[src/rtl/mult_unit_if.sv]
// Request/result bundle between the execute-stage controller and mult_unit.
// The master drives the operation and HI/LO write strobes; the unit returns results and stall status.
interface mult_unit_if #(
  parameter int WIDTH = 32
);
  logic                 start;
  logic                 sign;
  logic [1:0]           mode;
  logic [WIDTH-1:0]     A;
  logic [WIDTH-1:0]     B;
  logic                 is_busbusy;
  logic                 hilo_we;
  logic                 hilo_sel;
  logic [WIDTH-1:0]     hilo_wdata;
  logic [2*WIDTH-1:0]   P;
  logic [WIDTH-1:0]     hi;
  logic [WIDTH-1:0]     lo;
  logic                 busy;
  logic                 opreat_over;

  modport master (
    output start, sign, mode, A, B, is_busbusy, hilo_we, hilo_sel, hilo_wdata,
    input  P, hi, lo, busy, opreat_over
  );

  modport slave (
    input  start, sign, mode, A, B, is_busbusy, hilo_we, hilo_sel, hilo_wdata,
    output P, hi, lo, busy, opreat_over
  );
endinterface

[src/rtl/mult_unit.sv]
// Multi-cycle multiply / multiply-accumulate unit with internal HI/LO registers.
// Stalls the pipeline via opreat_over while running and waits out downstream backpressure before committing.
module mult_unit #(
  parameter int WIDTH   = 32,
  parameter int LATENCY = 3,
  parameter bit ACC_EN  = 1'b1
) (
  input  logic       clk,
  input  logic       rst,
  mult_unit_if.slave bus
);
  typedef enum logic [1:0] {
    IDLE = 2'd0,
    RUN  = 2'd1,
    DONE = 2'd2
  } state_t;

  localparam logic [3:0] LAT_C = 4'(LATENCY);

  state_t                    state_q, state_d;
  logic [3:0]                count_q, count_d;
  logic [WIDTH-1:0]          a_q, a_d, b_q, b_d;
  logic [WIDTH-1:0]          hi_q, hi_d, lo_q, lo_d;
  logic                      sign_q, sign_d;
  logic [1:0]                mode_q, mode_d;
  logic signed [2*WIDTH-1:0] a_ext, b_ext, prod, acc, p_res;

  function automatic logic signed [2*WIDTH-1:0] extend(input logic [WIDTH-1:0] v,
                                                       input logic sgn);
    extend = sgn ? {{WIDTH{v[WIDTH-1]}}, v} : {{WIDTH{1'b0}}, v};
  endfunction

  // Result path reads only latched operands and HI/LO, so A/B never reach P combinationally.
  // A 2*WIDTH product of extended operands, truncated, is exact modulo 2^(2*WIDTH) for both signednesses.
  always_comb begin
    a_ext = extend(a_q, sign_q);
    b_ext = extend(b_q, sign_q);
    prod  = a_ext * b_ext;
    acc   = {hi_q, lo_q};
    p_res = prod;
    if (ACC_EN) begin
      case (mode_q)
        2'b01:   p_res = acc + prod;
        2'b10:   p_res = acc - prod;
        default: p_res = prod;
      endcase
    end
  end

  always_comb begin
    state_d = state_q;
    count_d = count_q;
    a_d     = a_q;
    b_d     = b_q;
    sign_d  = sign_q;
    mode_d  = mode_q;
    hi_d    = hi_q;
    lo_d    = lo_q;
    case (state_q)
      IDLE: begin
        if (bus.hilo_we) begin
          if (bus.hilo_sel) hi_d = bus.hilo_wdata;
          else              lo_d = bus.hilo_wdata;
        end
        if (bus.start) begin
          a_d     = bus.A;
          b_d     = bus.B;
          sign_d  = bus.sign;
          mode_d  = bus.mode;
          count_d = 4'd1;
          state_d = (LAT_C == 4'd1) ? DONE : RUN;
        end
      end
      RUN: begin
        // count reaches LATENCY on the edge that enters DONE
        count_d = count_q + 4'd1;
        if (count_d == LAT_C) state_d = DONE;
      end
      DONE: begin
        if (!bus.is_busbusy) begin
          {hi_d, lo_d} = p_res;
          count_d      = 4'd0;
          state_d      = IDLE;
        end
      end
      default: state_d = IDLE;
    endcase
  end

  always_ff @(posedge clk or negedge rst) begin
    if (!rst) begin
      state_q <= IDLE;
      count_q <= '0;
      a_q     <= '0;
      b_q     <= '0;
      sign_q  <= 1'b0;
      mode_q  <= 2'b00;
      hi_q    <= '0;
      lo_q    <= '0;
    end else begin
      state_q <= state_d;
      count_q <= count_d;
      a_q     <= a_d;
      b_q     <= b_d;
      sign_q  <= sign_d;
      mode_q  <= mode_d;
      hi_q    <= hi_d;
      lo_q    <= lo_d;
    end
  end

  assign bus.P           = p_res;
  assign bus.hi          = hi_q;
  assign bus.lo          = lo_q;
  assign bus.busy        = (state_q == RUN) || (state_q == DONE);
  assign bus.opreat_over = (state_q == DONE) || ((state_q == IDLE) && !bus.start);
endmodule
[src/flat_wrapper.sv]
// flat-port wrapper written by rule: the top's interface ports become plain ports
module mult_unit_flat 
#(
  parameter int WIDTH   = 32,
  parameter int LATENCY = 3,
  parameter bit ACC_EN  = 1'b1
)
  (clk, rst, bus_start, bus_sign, bus_mode, bus_A, bus_B, bus_is_busbusy, bus_hilo_we, bus_hilo_sel, bus_hilo_wdata, bus_P, bus_hi, bus_lo, bus_busy, bus_opreat_over);
  mult_unit_if #(.WIDTH(WIDTH)) bus_i ();
  input  logic clk;
  input  logic rst;
  input wire logic [$bits(bus_i.start)-1:0] bus_start;
  input wire logic [$bits(bus_i.sign)-1:0] bus_sign;
  input wire logic [$bits(bus_i.mode)-1:0] bus_mode;
  input wire logic [$bits(bus_i.A)-1:0] bus_A;
  input wire logic [$bits(bus_i.B)-1:0] bus_B;
  input wire logic [$bits(bus_i.is_busbusy)-1:0] bus_is_busbusy;
  input wire logic [$bits(bus_i.hilo_we)-1:0] bus_hilo_we;
  input wire logic [$bits(bus_i.hilo_sel)-1:0] bus_hilo_sel;
  input wire logic [$bits(bus_i.hilo_wdata)-1:0] bus_hilo_wdata;
  output wire logic [$bits(bus_i.P)-1:0] bus_P;
  output wire logic [$bits(bus_i.hi)-1:0] bus_hi;
  output wire logic [$bits(bus_i.lo)-1:0] bus_lo;
  output wire logic [$bits(bus_i.busy)-1:0] bus_busy;
  output wire logic [$bits(bus_i.opreat_over)-1:0] bus_opreat_over;
  assign bus_i.start = bus_start;
  assign bus_i.sign = bus_sign;
  assign bus_i.mode = bus_mode;
  assign bus_i.A = bus_A;
  assign bus_i.B = bus_B;
  assign bus_i.is_busbusy = bus_is_busbusy;
  assign bus_i.hilo_we = bus_hilo_we;
  assign bus_i.hilo_sel = bus_hilo_sel;
  assign bus_i.hilo_wdata = bus_hilo_wdata;
  assign bus_P = bus_i.P;
  assign bus_hi = bus_i.hi;
  assign bus_lo = bus_i.lo;
  assign bus_busy = bus_i.busy;
  assign bus_opreat_over = bus_i.opreat_over;
  mult_unit #(.WIDTH(WIDTH), .LATENCY(LATENCY), .ACC_EN(ACC_EN)) u_core (.clk(clk), .rst(rst), .bus(bus_i));
endmodule
[config.mk]
export PLATFORM = sky130hd
export DESIGN_NAME = mult_unit_flat
export DESIGN_NICKNAME = d
export VERILOG_FILES = /design/src/rtl/mult_unit_if.sv /design/src/rtl/mult_unit.sv /design/src/flat_wrapper.sv
export SDC_FILE = /design/constraint.sdc
export NUM_CORES = 2
export LEC_CHECK = 0
export CORE_MARGIN = 2
export CORE_UTILIZATION = 45
export CTS_CLUSTER_SIZE = 25
export DETAILED_ROUTE_END_ITERATION = 10
export DONT_BUFFER_PORTS = 1
export GPL_TIMING_DRIVEN = 0
export PLACE_DENSITY = 0.67
export SLEW_MARGIN = 20
export SYNTH_ARGS = -nofsm -noshare
export SYNTH_HDL_FRONTEND = slang
export SYNTH_SLANG_ARGS = --single-unit
[constraint.sdc]
create_clock -name clk -period 35.5 [get_ports clk]
set_input_delay 8.875 -clock clk [delete_from_list [all_inputs] [get_ports clk]]
set_output_delay 8.875 -clock clk [all_outputs]
set_load 0.02 [all_outputs]
==> results.yml <==
yosys:
  synth_simple_gate_area_share_pct: 14.12
  synth_edf_count: 0
  synthAdderAreaFrac_pct: 56.13
  ys_seq_elements: 137
  synth_compound_area_share_pct: 7.318
  synth_top_area_cell: "fa_1"
  synthMuxAreaShare_pct: 1.808
  netlist_area_mm2: 0.06035
  yosys-top-cells-area: "fa_1, inv_1, ha_1"
  synth_nets: 8516
  syn_avg_cell_area_um2: 9.192
  synth_xor_area_share_pct: 3.265
  ys_warn_count: 0
  synth_top_family_by_area: "adder cells"
  synth_ff_type: "dfrtp_1"
  synth_seq_area_share_pct: 5.680
  syn_inst: 6566
  synth.top_cell.area_share_pct: 47.63
  synth_async_sr_flop_share_pct: 100.0
  ys_types: 96
  yosys-top-cells-count: "inv_1, fa_1, nand2_1, and2_1, ha_1"
  yosysMostFrequentCell: "inv_1"
layout:
  layout.nets: 8537
  syn_to_final_growth_pct: 4.812
  multi_input_area_mm2: 0.04988
  fin_area_mm2: 0.06326
  drive_gt1_share_pct: 2.939
  fill_cells: 12886
  ff_latch_area_mm2: 0.003428
timing:
  hold_violations: 0
  setup_ws_ns: 11.36
  tightest_slew_ns: 1.315
  finalMaxSlewViolations: 0
  setup_tns_ns: 0
  finalCritPeriodShare_pct: 67.99
  setup_viol: 0
  maxSlewHeadroom_pct: 12.34
  rsz0062_at_grt: "false"
  fmax_mhz: 41.43
  clock_skew_ns: 0.02871
  period_minus_slack_ns: 24.14
critical_path:
  cp.required_ns: 26.62
  cp-start-kind: "flop"
  cp.arrival_ns: 15.26
  slowest_stage: "clkbuf_1"
  max_stage_delay_ns: 0.85
  cp-end-kind: "output port"
  path_class: "reg2out"
  cp_common_cell: "fa_1"
  critPathMaxFanout: 10
global_route:
  grt_max_degree: 138
  grt_usage_pct: 34.36
  grt_pass1_wl_um: 338000
  grt_pass1_vias: 49484
  antenna_found_initial: 24
  grt_overflow_total: 0
die:
  num_rows: 134
  dieArea_mm2: 0.1371
  initial_core_util_pct: 45.28
  dieHeight_um: 370.2
  io_pins: 235
  core_area_mm2: 0.1333
  die_width_um: 370.2
detailed_routing:
  dr.pass1.iters: 6
  drt_iter0_drc: 4426
  ant_nets: 0
  remaining_drc_errors: 0
  wl_per_cell_um: 27.60
  vias_per_cell: 5.591
  routed_wl_um: 231500
  via_count: 46901
status:
  outcome: "finished clean"
clocking:
  worstSkewPairLatency_ns: 0.56
  ctsRootBufferMaster: "clkbuf_16"
  hold_buffers: 0
  tritoncts: "yes"
  cts_resized: 0
  clockBufferDepth: 2
  clock_sinks: 137
  clk_pin_slew_ns: 0.08
  htree_levels: 4
  post_cts_buffers: 0
  cts_buffers: 17
placed_design:
  gp_congestion: 1.026
  placed_cell_area_mm2: 0.06259
  dpl.hpwl_um: 200000
  io_buffers: 0
  dp_slack_ns: 12.14
job:
  max_cap_viol_count: 0
min_path:
  min_path_type: "reg2reg"
## per-layer routing
layer  wire [um]  part of all wire (%)  GRT usage [%]
met1       92180                    40          45.43
met2       99990                    43          51.96
met3       27120                    12          10.34
met4       12110                   5.2          15.53
met5         126                 0.054              0
## flip-flops by register name, indices dropped and copies added (netlist names)
register	flops
u_core.bus.lo	32
u_core.state_q	2
u_core.a_q	32
u_core.bus.hi	32
u_core.count_q	4
u_core.b_q	32
u_core.sign_q	1
u_core.mode_q	2
## area by class of cell
type	instances	share of cell area [%]
clock buffer	18	0.6784
tap	1768	3.497
buffer	304	1.873
antenna	21	0.08307
multi-input combinational	4558	78.86
inverter	1567	9.298
sequential	137	5.420
timing repair buffer	2	0.04154
clock inverter	14	0.2512
## per-stage QoR
step	std cells	hold slack, ns	util (%)
final	8389	0.5573	47.46
after global routing	8372	0.5858	47.43
after CTS	8366	0.5575	47.40
after detailed placement	8334	0.5370	46.96
after global placement	8334	0.5194	46.94
after floorplan	6566	0.4794	-
## worst paths after layout
check / startpoint / to / slack [ns] / cells after the start
max: u_core.a_q[3] / bus_P[61] / 11.36 / 46
min: u_core.state_q[1] / u_core.state_q[1] / 0.56 / 1
max reg2reg: u_core.a_q[3] / u_core.bus.hi[29] / 20.40 / 47
min reg2reg: u_core.state_q[1] / u_core.state_q[1] / 0.56 / 1
max in group asynchronous: rst / u_core.bus.lo[9] / 26.99 / 0
min in group asynchronous: rst / u_core.a_q[29] / 8.01 / 0
## cell families after synthesis
group | count (synthesis)
simple gates | 1700
compound gates | 688
xor+xnor | 225
flops | 137
fa+ha+maj | 1846
buf+inv | 1871
mux | 99
## layout by cell type, fill, tap and decap left out, types with 21 or more instances in the layout
cell type / netlist / routed
a21oi_1: 199 / 199
clkbuf_1: 281 / 268
a31oi_1: 35 / 35
diode_2: 0 / 21
and3_1: 49 / 49
mux2_2: 76 / 76
xnor2_1: 146 / 146
nor2b_1: 21 / 21
nor2_1: 167 / 166
and2_1: 592 / 592
o21a_1: 22 / 22
a211oi_1: 23 / 23
o21ai_0: 150 / 146
o21bai_1: 25 / 25
nand4_1: 28 / 28
dfrtp_1: 137 / 137
xor2_1: 79 / 79
inv_1: 1565 / 1565
nor3_1: 31 / 31
fa_1: 1436 / 1436
nand2_1: 698 / 698
a21o_1: 66 / 66
nand3_1: 29 / 29
ha_1: 409 / 409
mux2i_1: 22 / 22
## worst max-delay path: cells and delay by family, from the launching register on
family                   cells  cell delay, ns
adder cells (fa/ha/maj)     12            5.32
AO/OA/AOI/OAI               14            3.85
AND/OR/NAND/NOR              9            2.45
buffers and inverters        9            2.41
XOR/XNOR                     2            0.34
flip-flops                   1            0.33
Power is not shown: default switching activity piles up to over one toggle a cycle in this logic, so the estimate is an artifact.
